===== config.mk =====
export PLATFORM = sky130hd
export DESIGN_NAME = mult_seq_ctrl
export DESIGN_NICKNAME = d
export VERILOG_FILES = /design/src/rtl/mult_seq_ctrl.sv
export SDC_FILE = /design/constraint.sdc
export NUM_CORES = 1
export LEC_CHECK = 0
export ABC_AREA = 0
export BUFFER_PORTS_ARGS = -buffer_cell sky130_fd_sc_hd__buf_2
export CELL_PAD_IN_SITES_DETAIL_PLACEMENT = 1
export CELL_PAD_IN_SITES_GLOBAL_PLACEMENT = 1
export CORE_MARGIN = 2
export CORE_UTILIZATION = 40
export CTS_CLUSTER_SIZE = 14
export DETAILED_ROUTE_END_ITERATION = 8
export PLACE_DENSITY = 0.87
export SYNTH_ARGS = -nofsm -noshare
export SYNTH_HDL_FRONTEND = slang
export SYNTH_SLANG_ARGS = --single-unit

===== constraint.sdc =====
create_clock -name clk -period 4.5 [get_ports clk]
set_input_delay 0.675 -clock clk [delete_from_list [all_inputs] [get_ports clk]]
set_output_delay 0.675 -clock clk [all_outputs]
set_load 0.005 [all_outputs]

===== src/rtl/mult_seq_ctrl.sv =====
// mult_seq_ctrl: sequencing controller for an unsigned M x N multiply. It
// time-shares one external combinational 4 x N multiplier: operand A is split
// into 4-bit digits, one digit goes out per pass, and after SETTLE wait cycles
// the partial product is shifted into place and accumulated.
//
// Ports:
//   clk, rst_n         clock; synchronous active-low reset
//   start_valid/ready  request handshake carrying a_in (M bits), b_in (N bits)
//   mul_a, mul_b       registered digit / operand driven to the multiplier
//   mul_p              multiplier product (N+4 bits), sampled on accumulate edges
//   done_valid/ready   result handshake; product (M+N bits) is valid with done_valid
//   busy               high while in RUN or DONE
//   state_dbg          current FSM state (IDLE=0, RUN=1, DONE=2)
//
// Handshakes: a transfer happens on a rising edge where valid and ready are
// both high. The source must hold valid and data stable until that edge; the
// sink may assert ready independently of valid.
module mult_seq_ctrl #(
  parameter int N      = 16,
  parameter int M      = 16,
  parameter int SETTLE = 1
) (
  input  logic             clk,
  input  logic             rst_n,
  input  logic             start_valid,
  output logic             start_ready,
  input  logic [M-1:0]     a_in,
  input  logic [N-1:0]     b_in,
  output logic [3:0]       mul_a,
  output logic [N-1:0]     mul_b,
  input  logic [N+3:0]     mul_p,
  output logic             done_valid,
  input  logic             done_ready,
  output logic [M+N-1:0]   product,
  output logic             busy,
  output logic [1:0]       state_dbg
);

  localparam int D     = M / 4;
  localparam int IDX_W = (D > 1) ? $clog2(D) : 1;
  localparam int CNT_W = (SETTLE > 0) ? $clog2(SETTLE + 1) : 1;
  localparam int PW    = M + N;

  if (N < 2) begin : g_bad_n
    $error("mult_seq_ctrl: N must be >= 2");
  end
  if ((M % 4) != 0 || M < 4) begin : g_bad_m
    $error("mult_seq_ctrl: M must be a multiple of 4 and >= 4");
  end
  if (SETTLE < 0) begin : g_bad_settle
    $error("mult_seq_ctrl: SETTLE must be >= 0");
  end

  typedef enum logic [1:0] {
    IDLE = 2'd0,
    RUN  = 2'd1,
    DONE = 2'd2
  } state_t;

  state_t             state;
  logic [M-1:0]       a_reg;
  logic [N-1:0]       b_reg;
  logic [IDX_W-1:0]   idx;
  logic [CNT_W-1:0]   cnt;
  logic [PW-1:0]      acc;

  logic [PW-1:0]      pp;
  logic [IDX_W-1:0]   idx_nxt;
  logic               last_digit;

  // Partial product for the current digit, moved to its digit position.
  // M >= 4 guarantees the zero-extension never truncates mul_p.
  assign pp         = PW'(mul_p) << {idx, 2'b00};
  assign idx_nxt    = idx + IDX_W'(1);
  assign last_digit = (idx == IDX_W'(D - 1));

  assign mul_b      = b_reg;
  assign product    = acc;
  assign state_dbg  = state;

  always_ff @(posedge clk) begin
    if (!rst_n) begin
      state       <= IDLE;
      start_ready <= 1'b1;
      done_valid  <= 1'b0;
      busy        <= 1'b0;
      mul_a       <= '0;
      a_reg       <= '0;
      b_reg       <= '0;
      idx         <= '0;
      cnt         <= '0;
      acc         <= '0;
    end else begin
      case (state)
        IDLE: begin
          if (start_valid) begin
            a_reg       <= a_in;
            b_reg       <= b_in;
            mul_a       <= a_in[3:0];
            idx         <= '0;
            cnt         <= CNT_W'(SETTLE);
            acc         <= '0;
            start_ready <= 1'b0;
            busy        <= 1'b1;
            state       <= RUN;
          end
        end
        RUN: begin
          if (cnt != '0) begin
            // Multiplier array still settling on the current digit.
            cnt <= cnt - CNT_W'(1);
          end else begin
            acc <= acc + pp;
            if (last_digit) begin
              done_valid <= 1'b1;
              state      <= DONE;
            end else begin
              idx   <= idx_nxt;
              mul_a <= a_reg[{idx_nxt, 2'b00} +: 4];
              cnt   <= CNT_W'(SETTLE);
            end
          end
        end
        DONE: begin
          // start_valid is ignored here; requests never overlap.
          if (done_ready) begin
            done_valid  <= 1'b0;
            busy        <= 1'b0;
            start_ready <= 1'b1;
            state       <= IDLE;
          end
        end
        default: state <= IDLE;
      endcase
    end
  end

endmodule


# Word level (Yosys, flattened, before mapping)
# Cells that the tools add are included.
[word_totals]
reg_bits = 76
word_cells = 62
out_inout_bits = 57
in_bits = 56
[op_classes]
n_reduce_logical = 11
muxes = 28
n_shift = 2
n_addsub = 3
n_eq_ne = 8
[ops]
columns = ["operator", "n"]
rows = [
  ["$mux W32", 2],
  ["$pmux W32 S2", 1],
  ["$add A32 B32 Y32", 1],
  ["$shl A20 B4 Y32", 1],
  ["$shiftx A16 B5 Y4", 1],
  ["$mux W2", 7],
  ["$mux W4", 3],
  ["$reduce_and A4 Y1", 3],
  ["$ne A2 B2 Y1 const B", 5],
  ["$mux W1", 8],
  ["$pmux W1 S2", 4],
  ["$pmux W4 S2", 1],
  ["$pmux W2 S3", 1],
  ["$reduce_and A3 Y1", 2],
  ["$reduce_bool A2 Y1", 3],
  ["$eq A2 B2 Y1 const B", 2],
  ["$pmux W2 S2", 1],
  ["$reduce_and A2 Y1", 2],
  ["$add A2 B1 Y2 const B", 1],
  ["$eq A2 B1 Y1 const B", 1],
  ["$logic_not A2 Y1", 1],
  ["$sub A1 B1 Y1 const B", 1],
]

# Longest topological paths before layout
# Gate-level depths: netlist (run 1).
[logic_depth]
ltp_word = 5
mapped_depth = 15
ltp_nobuf = 13

# Worst setup path before layout (run 1)
# Ideal clock, no wire load.
[synth_timing]
path_type = "register -> register"
startpoint = "register idx[0]"
endpoint = "register acc[31], in the netlist product[31]"
slack_ns = 0.811
t_arrival_ns = 3.571
period_less_slack_ns = 3.689
n_path_buf = 3
required_ns = 4.382
path_stages_with_launch = 14
path_cell_list = "dfxtp_1 > buf_1 > buf_1 > clkbuf_1 > o21ai_0 > ha_1 > a211oi_2 > nor2_1 > or3_4 > o2111ai_2 > a41oi_2 > o41ai_1 > o311ai_1 > a21boi_1"
[synth_between]
elab_chain_len = 4
[synth_lines]
columns = ["item", "line_no", "source"]
rows = [
  ["start: declaration", "63", "logic [IDX_W-1:0] idx;"],
  ["start signal: assignment", "118", "idx <= idx_nxt;"],
  ["$shl A20 B4 Y32", "73", "assign pp = PW'(mul_p) << {idx, 2'b00};"],
  ["$add A32 B32 Y32", "113", "acc <= acc + pp;"],
  ["$mux W32", "109", "if (cnt != '0) begin"],
  ["$pmux W32 S2", "94", "case (state)"],
  ["end signal: assignment", "113", ""],
  ["end: declaration", "65", "logic [PW-1:0] acc;"],
]
# Every way passes these cells. The select of a mux whose other input is x is not followed.
# A chain may end at the register's enable or synchronous reset.

# Final worst setup path (run 1)
[layout_timing]
startpoint = "register idx[1]"
endpoint = "register acc[31], in the netlist product[31]"
# The elaborated chain is that of the path after synthesis.

==> impl_metrics.ini, run 1 <==
[outcome]
outcome = finished, final reports clean

[worst_setup_path]
critPathKind = register to register
arrival_ns = 4.27
crit_path_max_fanout = 17
cp.required_ns = 4.74
endpoint_kind = register
start_kind = register

[clock_network]
postCtsHoldBufs = 0
clockBufferDepth = 2
clock_sinks = 76
clk-insertion-delay-late_ns = 0.35
post_cts_buffers = 0
numCtsBuffers = 9
cts_tree = done
cts_resized = 0
root_buffer = clkbuf_16
h-tree-depth = 3
clkTransAtPathRegs_ns = 0.07

[die]
io_pins = 113
die_y_um = 117
initial_core_util_pct = 40.8
die_w_um = 117
rows = 41
core_area_mm2 = 0.0126
die_area_mm2 = 0.0137

[layout]
largest_reg_flops = 32
insertedDiodeCount = 0
final_util_pct = 48.5
stdcell_count = 914
drive_above_1_share_pct = 20.8
nets = 827
fillers = 1571
final_cell_mix = 121 x nand2_1, 112 x buf_2, 76 x dfxtp_1
syn_to_final_growth_pct = 19.1
layout_commonest_cell = nand2_1

[synthesis]
synth_top_area_cell = dfxtp_1
postSynthCellCount = 646
synth_edf_count = 0
ys_seq_area_share_pct = 29.7
synthArstFlopShare_pct = 0
yosys_warnings = 0
syn-num-nets = 735
ys_ff_latch = 76
syn_area_per_cell_um2 = 7.93
synth_flop_cell = dfxtp_1
syn_area_mm2 = 0.00512
synth_top_area_share_pct = 29.7
synth.distinct_cells = 59
yosys-top-cells-area = dfxtp_1 30%, nand2_1 8.9%, ha_1 7.8%, a21boi_0 5.1%, mux2i_1 4.5%

[sta]
holdWs_ns = 0.469
maxSlewHeadroom_pct = 43.1
period_needed_ns = 4.03
setup_violations = 0
skew_ns = 0.00730
hold_violations = 0
fin_setup_tns_ns = 0
rsz0062_at_grt = false
period_share_pct = 89.6
maxSlewViolCount = 0
worstMarginPinSlew_ns = 0.854
fmax_mhz = 248

[placement]
hpwl_um = 12600
gp_congestion = 0.958
io_buffers = 112
dp_cells = 899

[power]
combinationalPowerShare_pct = 22.0
switching_share_pct = 31.0
leakagePower_nw = 2.78
p_int_w = 0.00132
clkPwrFrac_pct = 39.1
power_w = 0.00192
peakVddDrop_v = 0.000243
p_seq_share_pct = 39.0
switching_power_w = 0.000594
power.density_mw_per_mm2 = 314

[global_route]
grt_pass1_wl_um = 26800
grt_overflow = 0
grt_start_max_net_pins = 64
antenna_found_initial = 0
grt_pass1_vias = 5228
grt_usage_pct = 25.2

[route]
drc = 0
routedWlPerCell_um = 18.7
route.vias.total = 5151
first_iter_violations = 211
routed_wl_um = 17100
first_pass_iters = 5
avgViaCountPerCell = 5.64
antenna_left = 0

[hold_path]
hold_class = register to register

[run]
maxCapViolations = 0
-- worst max-delay path: stages (launching register included) --
cell	delay [ns]
dfxtp_1	0.69
buf_4	0.34
mux2_2	0.38
nor2_1	0.13
a21oi_1	0.07
ha_1	0.39
a21oi_1	0.26
a21boi_0	0.13
a311oi_1	0.46
a41oi_2	0.23
o41ai_1	0.54
o311ai_1	0.14
a21boi_1	0.16
-- layout make-up --
class,instances,area [um^2],share of cell area [%]
inverter,10,37.5,0.615
sequential,76,1520,24.9
clock buffer,9,225,3.69
tap,172,215,3.53
clock inverter,6,72.6,1.19
timing repair buffer,118,606,9.93
multi-input combinational,523,3420,56.1
-- per-stage QoR --
stage	setup WS [ns]	area, um^2
4_1_cts	0.499	6100
6_report	0.468	6100
3_3_place_gp	0.793	5800
5_1_grt	0.230	6100
3_5_place_dp	0.563	5800
2_1_floorplan	0.811	5120
-- worst paths after layout --
| check | cells past startpoint | startpoint | endpoint | slack [ns] |
|---|---|---|---|---|
| worst min register to register | 2 | mul_b[10] | mul_b[10] | 0.47 |
| worst max register to register | 12 | idx[1] | product[31] | 0.47 |
| worst min-delay path | 2 | mul_b[10] | mul_b[10] | 0.47 |
| worst max-delay path | 12 | idx[1] | product[31] | 0.47 |
-- routing by layer --
metal | wire (um) | global-route usage, %
met1 | 7300 | 30.7
met5 | 0 | 0
met3 | 853 | 5.10
met4 | 333 | 8.78
met2 | 8610 | 44.0
-- synthesized netlist by cell type, drive strengths merged (2+ instances only) --
cell type  count
a22o           4
inv           10
and3           7
nand4          2
a22oi         11
mux2i         23
a21o          19
and4           2
ha            32
o21a           6
nand2b         6
o31ai          2
clkbuf        32
xnor2         15
o311ai         2
o211ai         5
xor2           7
nor4b          2
nor2          37
mux2           4
and2           5
o211a          5
a211o          2
a21boi        36
buf            5
nand2        121
o21bai         4
o21ai         38
nand3         17
nor3b          3
or3            5
nor2b         30
or2            2
nor3           4
a31oi          5
a32oi          3
a211oi         3
nor4           2
mux4           4
a21oi         39
dfxtp         76
-- kinds of logic (layout without fill, tap and decap cells) --
| group | after synthesis | in the layout | share of synthesized area, % |
|---|---|---|---|
| flops | 76 | 76 | 29.7 |
| buf+inv | 47 | 143 | 3.52 |
| compound gates | 192 | 192 | 25.6 |
| simple gates | 245 | 245 | 22.1 |
| mux | 31 | 31 | 7.13 |
| fa+ha+maj | 33 | 33 | 8.21 |
| xor+xnor | 22 | 22 | 3.76 |
-- power groups by stage --
stage	registers [W]	logic [W]	clock network, W
global placement	0.000757	0.000400	0
global route	0.000751	0.000465	0.000791
CTS	0.000746	0.000420	0.000763
detailed placement	0.000761	0.000414	0
floorplan	0.000753	0.000275	0
finish	0.000747	0.000421	0.000748
Power figures use the tool's default switching activity.
==> run 2: changes to the inputs <==
--- a/config.mk
+++ b/config.mk
@@ -13,6 +13,7 @@
 export CORE_UTILIZATION = 40
 export CTS_CLUSTER_SIZE = 14
 export DETAILED_ROUTE_END_ITERATION = 8
+export GPL_ROUTABILITY_DRIVEN = 0
 export PLACE_DENSITY = 0.87
 export SYNTH_ARGS = -nofsm -noshare
 export SYNTH_HDL_FRONTEND = slang
==> constraint.sdc (replaced) <==
create_clock -name clk -period 4.5 [get_ports clk]
set_input_delay 0.9 -clock clk [delete_from_list [all_inputs] [get_ports clk]]
set_output_delay 0.9 -clock clk [all_outputs]
set_load 0.005 [all_outputs]
==> impl_metrics.ini, run 2 (synthesis results as in run 1) <==
[hold_path]
hold_depth = 2
hold_end = mul_b[13]
hold_start = mul_b[13]
hold_class = register to register

[worst_setup_path]
timing.reg2reg.setup_slack_ns = 0.51
crit_path_cell_trace = nor2b_1 > nand2_1 > o21ai_0 > ha_1 > and4_1 > o21ai_0 > a31o_2 > a21oi_1 > o21ai_0 > a221oi_2 > nand3_1 > a211o_1
reg2reg_to = product[28]
rr_worst_depth = 12
reg2reg_from = idx[1]
endpoint_kind = register
crit_top_cell = o21ai_0
crit_path_max_fanout = 21
start_kind = register
crit_path_top_delay_cell = dfxtp_1
path_buf_inv = 0
critPathKind = register to register
crit_family = compound AO/OA/AOI/OAI gates
cp.required_ns = 4.74
critPathMaxStageDelay_ns = 0.96
arrival_ns = 4.23

[die]
io_pins = 113
die_area_mm2 = 0.0137
initial_core_util_pct = 40.8
die_y_um = 117
core_area_mm2 = 0.0126
rows = 41
die_w_um = 117

[clock_network]
clockBufferDepth = 2
cts_tree = done
post_cts_buffers = 0
postCtsHoldBufs = 0
root_buffer = clkbuf_16
h-tree-depth = 3
numCtsBuffers = 9
clkTransAtPathRegs_ns = 0.07
clk-insertion-delay-late_ns = 0.35
clock_sinks = 76
cts_resized = 0

[layout]
final_util_pct = 48.7
final_cell_mix = 121 x nand2_1, 112 x buf_2, 76 x dfxtp_1
layout_commonest_cell = nand2_1
drive_above_1_share_pct = 21.0
insertedDiodeCount = 0
nets = 828
largest_reg_flops = 32
syn_to_final_growth_pct = 19.6

[route]
drt-met1-wl_um = 7250
first_pass_iters = 4
top_layer = met4
routed_wl_um = 17200
avgViaCountPerCell = 5.69
drc = 0
met3_length_um = 921
dr_wl_met2_um = 8380
antenna_left = 0
first_iter_violations = 293
route.vias.total = 5210
routedWlPerCell_um = 18.7

[sta]
worstMarginPinSlew_ns = 0.976
rsz0062_at_grt = false
period_needed_ns = 3.99
period_share_pct = 88.6
skew_ns = 0.00841
hold_violations = 0
maxSlewHeadroom_pct = 34.9
fin_setup_tns_ns = 0
maxSlewViolCount = 0
setup_violations = 0
fmax_mhz = 251

[power]
p_seq_share_pct = 38.2
peakVddDrop_v = 0.000161
combinationalPowerShare_pct = 21.9
power.density_mw_per_mm2 = 319
p_int_w = 0.00135
switching_share_pct = 31.1
leakagePower_nw = 2.80
clkPwrFrac_pct = 39.9
switching_power_w = 0.000607

[global_route]
grt_pass1_wl_um = 26900
grt_pass1_vias = 5414
antenna_found_initial = 0
grt_overflow = 0
grt_usage_pct = 25.2
grt_start_max_net_pins = 37

[placement]
hpwl_um = 13000
io_buffers = 112

[run]
maxCapViolations = 0

[outcome]
outcome = finished, final reports clean
==> run 2: tightest hold or removal path, stage by stage (launching register included) <==
cell	delay, ns
dfxtp_1	0.31
nand2_1	0.05
a21boi_0	0.06
==> run 2: cell type report <==
type / count / area (um^2)
multi-input cells: 523 / 3420
inverters: 10 / 37.5
well taps: 172 / 215
flip-flops and latches: 76 / 1520
fillers: 1568 / 6440
repair buffers: 119 / 613
clock buffers: 10 / 239
clock inverters: 6 / 75.1
==> run 2: worst max-delay path by stage <==
stage | from | endpoint | slack (ns) | cells past startpoint
3_3_place_gp | mul_p[0] | product[28] | 0.75 | 13
5_1_grt | idx[1] | product[28] | 0.21 | 12
6_report | idx[1] | product[28] | 0.51 | 12
3_5_place_dp | mul_p[0] | product[28] | 0.61 | 13
2_1_floorplan | idx[0] | product[31] | 0.81 | 13
4_1_cts | idx[1] | product[28] | 0.57 | 12
==> run 2: stage by stage <==
step | hold WS (ns) | setup WS, ns | total power, W | instances | area (um^2)
after global placement | 0.448 | 0.748 | 0.00115 | 900 | 5810
after global routing | 0.484 | 0.214 | 0.00204 | 916 | 6120
after floorplan | 0.440 | 0.811 | 0.00103 | 646 | 5120
final | 0.464 | 0.511 | 0.00195 | 916 | 6120
after CTS | 0.465 | 0.568 | 0.00196 | 916 | 6120
after detailed placement | 0.455 | 0.610 | 0.00118 | 900 | 5810
==> run 2: layer usage <==
layer / GRT usage (%) / vias to the layer above
met5: 0 / -
met4: 12.3 / 0
met3: 4.89 / 51
met2: 42.7 / 163
met1: 30.7 / 2521
li1: - / 2475
==> run 2: power groups by stage <==
stage	clock, W	sequential (W)	combinational (W)
finish	0.000779	0.000746	0.000427
global route	0.000817	0.000751	0.000470
CTS	0.000791	0.000746	0.000425
detailed placement	0	0.000761	0.000419
global placement	0	0.000758	0.000396
floorplan	0	0.000753	0.000275
